### src/rtl/uart_pkg.sv
// Shared UART definitions: frame constants and receiver state encoding.
// Used by both the transmit datapath and the receive stage.
package uart_pkg;

   localparam int CLKS_PER_BIT_DEF = 6;
   localparam int DATA_BITS_DEF    = 8;

   typedef enum logic [2:0] {
      IDLE,
      START,
      DATA,
      STOP,
      WAIT_HIGH
   } rx_state_e;

endpackage

### src/rtl/uart_rx_sync.sv
// Two-flop synchronizer for the asynchronous serial line.
// Resets to 1 so a low line during reset cannot look like a start bit.
module uart_rx_sync (
   input  logic clk,
   input  logic rst,
   input  logic d,
   output logic q
);

   logic meta_q, meta_d;
   logic sync_q, sync_d;

   always_comb begin
      meta_d = d;
      sync_d = meta_q;
   end

   always_ff @(posedge clk or posedge rst) begin
      if (rst) begin
         meta_q <= 1'b1;
         sync_q <= 1'b1;
      end else begin
         meta_q <= meta_d;
         sync_q <= sync_d;
      end
   end

   assign q = sync_q;

endmodule

### src/rtl/uart_receiver.sv
// UART receive stage: 8N1 deserializer with ready/valid output
// and single-cycle framing / overrun error pulses.
module uart_receiver
   import uart_pkg::*;
#(
   parameter int CLKS_PER_BIT = CLKS_PER_BIT_DEF,
   parameter int DATA_BITS    = DATA_BITS_DEF
) (
   input  logic                 clk,
   input  logic                 rst,
   input  logic                 Rx,
   input  logic                 rx_ready,
   output logic [DATA_BITS-1:0] Data_Out,
   output logic                 rx_valid,
   output logic                 framing_err,
   output logic                 overrun_err
);

   localparam int HALF_BIT = CLKS_PER_BIT / 2;
   localparam int CW = $clog2(CLKS_PER_BIT);
   localparam int BW = $clog2(DATA_BITS + 1);

   localparam logic [CW-1:0] HALF_M1  = CW'(HALF_BIT - 1);
   localparam logic [CW-1:0] BIT_M1   = CW'(CLKS_PER_BIT - 1);
   localparam logic [BW-1:0] LAST_BIT = BW'(DATA_BITS - 1);

   logic rx_s;

   rx_state_e            state_q, state_d;
   logic [CW-1:0]        baud_q, baud_d;
   logic [BW-1:0]        bit_q, bit_d;
   logic [DATA_BITS-1:0] shift_q, shift_d;
   logic [DATA_BITS-1:0] data_q, data_d;
   logic                 valid_q, valid_d;
   logic                 fe_q, fe_d;
   logic                 ov_q, ov_d;

   uart_rx_sync u_sync (
      .clk (clk),
      .rst (rst),
      .d   (Rx),
      .q   (rx_s)
   );

   always_comb begin
      state_d = state_q;
      baud_d  = baud_q + CW'(1);
      bit_d   = bit_q;
      shift_d = shift_q;
      data_d  = data_q;
      valid_d = valid_q;
      fe_d    = 1'b0;
      ov_d    = 1'b0;

      if (valid_q && rx_ready) valid_d = 1'b0;

      unique case (state_q)
         IDLE: begin
            baud_d = '0;
            if (!rx_s) state_d = START;
         end
         START: begin
            if (baud_q == HALF_M1) begin
               baud_d = '0;
               bit_d  = '0;
               state_d = rx_s ? IDLE : DATA;
            end
         end
         DATA: begin
            if (baud_q == BIT_M1) begin
               baud_d  = '0;
               shift_d = {rx_s, shift_q} >> 1;
               if (bit_q == LAST_BIT) state_d = STOP;
               else bit_d = bit_q + BW'(1);
            end
         end
         STOP: begin
            if (baud_q == BIT_M1) begin
               baud_d = '0;
               if (rx_s) begin
                  state_d = IDLE;
                  // A byte accepted this same edge frees the holding register
                  if (!valid_q || rx_ready) begin
                     data_d  = shift_q;
                     valid_d = 1'b1;
                  end else begin
                     ov_d = 1'b1;
                  end
               end else begin
                  fe_d    = 1'b1;
                  state_d = WAIT_HIGH;
               end
            end
         end
         WAIT_HIGH: begin
            baud_d = '0;
            if (rx_s) state_d = IDLE;
         end
         default: begin
            baud_d  = '0;
            state_d = IDLE;
         end
      endcase
   end

   always_ff @(posedge clk or posedge rst) begin
      if (rst) begin
         state_q <= IDLE;
         baud_q  <= '0;
         bit_q   <= '0;
         shift_q <= '0;
         data_q  <= '0;
         valid_q <= 1'b0;
         fe_q    <= 1'b0;
         ov_q    <= 1'b0;
      end else begin
         state_q <= state_d;
         baud_q  <= baud_d;
         bit_q   <= bit_d;
         shift_q <= shift_d;
         data_q  <= data_d;
         valid_q <= valid_d;
         fe_q    <= fe_d;
         ov_q    <= ov_d;
      end
   end

   assign Data_Out    = data_q;
   assign rx_valid    = valid_q;
   assign framing_err = fe_q;
   assign overrun_err = ov_q;

endmodule

### config.mk
export PLATFORM = sky130hd
export DESIGN_NAME = uart_receiver
export DESIGN_NICKNAME = d
export VERILOG_FILES = /design/src/rtl/uart_pkg.sv /design/src/rtl/uart_rx_sync.sv /design/src/rtl/uart_receiver.sv
export SDC_FILE = /design/constraint.sdc
export NUM_CORES = 1
export LEC_CHECK = 0
export CORE_ASPECT_RATIO = 1.75
export CORE_MARGIN = 10
export CORE_UTILIZATION = 40
export CTS_CLUSTER_SIZE = 25
export DETAILED_ROUTE_END_ITERATION = 8
export PLACE_DENSITY_LB_ADDON = 0.1
export SLEW_MARGIN = 20
export SYNTH_ARGS = -nofsm -noshare
export SYNTH_HDL_FRONTEND = slang
export SYNTH_SLANG_ARGS = --single-unit
### constraint.sdc
create_clock -name clk -period 3.45 [get_ports clk]
set_input_delay 0.345 -clock clk [delete_from_list [all_inputs] [get_ports clk]]
set_output_delay 0.345 -clock clk [all_outputs]
set_load 0.01 [all_outputs]
==> results.sh <==
export IMPL_min_from="u_sync.meta_q"
export IMPL_ir_worst_vdd_v=0.000406
export IMPL_coreArea_sq_um=3330
export IMPL_synthDistinctLibCells=30
export IMPL_min_period_over_period_pct=54.7
export IMPL_area_growth_pct=20.5
export IMPL_hold_buffers=0
export IMPL_yosys_warnings=0
export IMPL_hpwl_mm=1.88
export IMPL_p_sw_uw=304
export IMPL_holdPathEnd="u_sync.q"
export IMPL_cts_tree="done"
export IMPL_antenna_found_initial=0
export IMPL_reg2reg_depth=3
export IMPL_synth_top_area_cell="dfrtp_1"
export IMPL_worstMarginPinSlew_ns=0.612
export IMPL_fin_area_sq_um=1640
export IMPL_critPathMaxFanout=9
export IMPL_setup_tns_ns=0
export IMPL_finalNonFillerCells=172
export IMPL_dieWidth_um=64.1
export IMPL_synth_area_sq_um=1360
export IMPL_drive_gt1_share_pct=26.8
export IMPL_route_met2_wl_mm=1.38
export IMPL_floorplan_die_area_sq_um=6230
export IMPL_clkTransAtPathRegs_ns=0.07
export IMPL_fin_nets=131
export IMPL_power_density_nw_per_um2=578
export IMPL_ant_nets=0
export IMPL_fmax_mhz=530
export IMPL_cts_sinks=31
export IMPL_finClkSkew_ns=0.00795
export IMPL_rr_startpoint="state_q[2]"
export IMPL_top_layer_used="met4"
export IMPL_ys_top_cells_by_area="dfrtp_1 53%, mux2_2 14%, dfstp_2 3.9%"
export IMPL_start_util_pct=40.9
export IMPL_synthesis_nets=112
export IMPL_slew_viol_final=0
export IMPL_antenna_cells=0
export IMPL_swShare_pct=32.1
export IMPL_place_detailed_instances=164
export IMPL_placed_area_sq_um=1550
export IMPL_ys_ff_latch=31
export IMPL_numPortBuffers=14
export IMPL_cts_root_buf="clkbuf_8"
export IMPL_viasPerCell=5.33
export IMPL_place_gp_congestion=0.736
export IMPL_clkPwrFrac_pct=29.5
export IMPL_wl_met3_um=186
export IMPL_n_fill_cell=308
export IMPL_io_pins=15
export IMPL_seq_area_frac_synth_pct=57.1
export IMPL_grt_pass1_vias=967
export IMPL_period_needed_ns=1.89
export IMPL_ctsHtreeMaxLevel=2
export IMPL_p_int_uw=645
export IMPL_required_ns=3.62
export IMPL_final_setup_worst_slack_ns=1.56
export IMPL_seqPwrFrac_pct=51.2
export IMPL_via_count=917
export IMPL_drt_first_pass_iters=4
export IMPL_cap_violations=0
export IMPL_hold_path_class="reg -> reg"
export IMPL_power_uw=949
export IMPL_startpoint_type="flop"
export IMPL_final_core_util_pct=49.3
export IMPL_rrSetupSlack_ns=1.56
export IMPL_hold_path_depth=0
export IMPL_clock_path_buffers=2
export IMPL_place_ws_ns=1.57
export IMPL_cts_buffers=5
export IMPL_die_y_um=97.2
export IMPL_cp_data_arrival_time_ns=2.05
export IMPL_fp_row_count=28
export IMPL_drtIter0Drc=13
export IMPL_setup_viol=0
export IMPL_hold_worst_slack_ns=0.360
export IMPL_yosysTopAreaCellShare_pct=53.3
export IMPL_syn_inst=107
export IMPL_synth_avg_cell_area_sq_um=12.7
export IMPL_cts_setup_buffers=0
export IMPL_clk_latency_ns=0.29
export IMPL_grt_max_degree=31
export IMPL_hold_violations=0
export IMPL_drcViolationCount=0
export IMPL_cts_resized=0
export IMPL_setup_worst_path_end_class="flop"
export IMPL_leakage_nw=0.752
export IMPL_worst_r2r_endpoint="shift_q[3]"
export IMPL_timing_slew_headroom_pct=59.1
export IMPL_rsz0062_at_grt="false"
export IMPL_wl_per_cell_um=15.3
export IMPL_status="finished, final reports clean"
export IMPL_worstSetupPathType="reg -> reg"
export IMPL_met1_length_um=982
export IMPL_drt_total_wl_mm=2.63
export IMPL_grt_usage_pct=9.47
export IMPL_combPwrFrac_pct=19.3
export IMPL_grt_overflow_total=0
export IMPL_grt_pass1_wl_mm=4.64
-- cells in the final DEF (no fill, tap or decap), drive strengths merged, types with 2 or more instances in the layout --
cell           Yosys  final
a21oi              7      7
clkbuf             1      5
clkdlybuf4s50      0     14
mux2              17     17
dfrtp             29     29
o22ai              3      3
or2b               2      2
and3               2      2
dfstp              2      2
nand3b             2      2
inv                2      2
nor3               4      4
nor2               6      6
nand2b             2      2
mux2i              4      4
clkinvlp           0      2
nand3              3      3
nand2              7      7
-- worst max-delay path: stages, from the launching register on --
cell and delay [ns]:
dfrtp_1 0.53, nor2_1 0.39, and2_1 0.46, mux2_2 0.38
-- synthesized netlist by cell type, drive strengths merged --
library cell,instances
nor4,1
dfstp,2
nor2,6
o22ai,3
a21o,1
nor3b,1
nand2,7
nand3,3
or3b,1
inv,2
mux2,17
o21a,1
nand2b,2
nand3b,2
a311oi,1
dfrtp,29
or2b,2
a22o,1
and4b,1
and2,1
nor2b,1
clkbuf,1
or3,1
a21oi,7
and3,2
buf,2
mux2i,4
nor3,4
ha,1
-- registers in the layout (all words and copies together) (netlist names) --
register	cells
Data_Out	8
baud_q	3
bit_q	4
framing_err	1
overrun_err	1
rx_valid	1
shift_q	8
state_q	3
u_sync.meta_q	1
u_sync.q	1
-- cell type report --
class / count / area, sq um / share of cell area [%]
flip-flops and latches: 31 / 778 / 47.4
inverters: 2 / 7.51 / 0.457
well taps: 45 / 56.3 / 3.43
clock buffers: 5 / 68.8 / 4.19
multi-input cells: 71 / 563 / 34.3
clock inverters: 3 / 20.0 / 1.22
repair buffers: 15 / 148 / 8.99
-- logic make-up (layout without fill, tap and decap cells) --
family / Yosys count / in the layout / synth area share (%)
and+or+nand+nor: 35 / 35 / 17.1
DFF: 31 / 31 / 57.1
muxes: 21 / 21 / 17.0
AOI/OAI and AO/OA: 14 / 14 / 6.34
buffers and inverters: 5 / 25 / 1.56
adders and majority gates: 1 / 1 / 0.918
-- power groups by stage --
stage | sequential, mW | clock, mW | combinational (mW)
6_report | 0.486 | 0.280 | 0.183
3_5_place_dp | 0.493 | 0 | 0.185
4_1_cts | 0.486 | 0.294 | 0.186
3_3_place_gp | 0.489 | 0 | 0.180
5_1_grt | 0.498 | 0.308 | 0.206
2_1_floorplan | 0.461 | 0 | 0.166
-- routing by layer --
metal	GRT usage (%)	vias up
met3	4.50	10
met4	5.63	0
met1	9.45	466
met5	0	-
li1	-	416
met2	15.4	25
-- worst max-delay path by stage --
stage                from  slack [ns]           to  cells after the start
3_3_place_gp    baud_q[0]        1.61     bit_q[1]                      4
2_1_floorplan   baud_q[0]        1.72     bit_q[1]                      4
3_5_place_dp   state_q[1]        1.57   shift_q[6]                      3
5_1_grt        state_q[2]        1.43   shift_q[1]                      3
4_1_cts        state_q[1]        1.56  Data_Out[3]                      4
6_report       state_q[2]        1.56   shift_q[3]                      3
No activity file was read; power rests on OpenSTA's default activity.
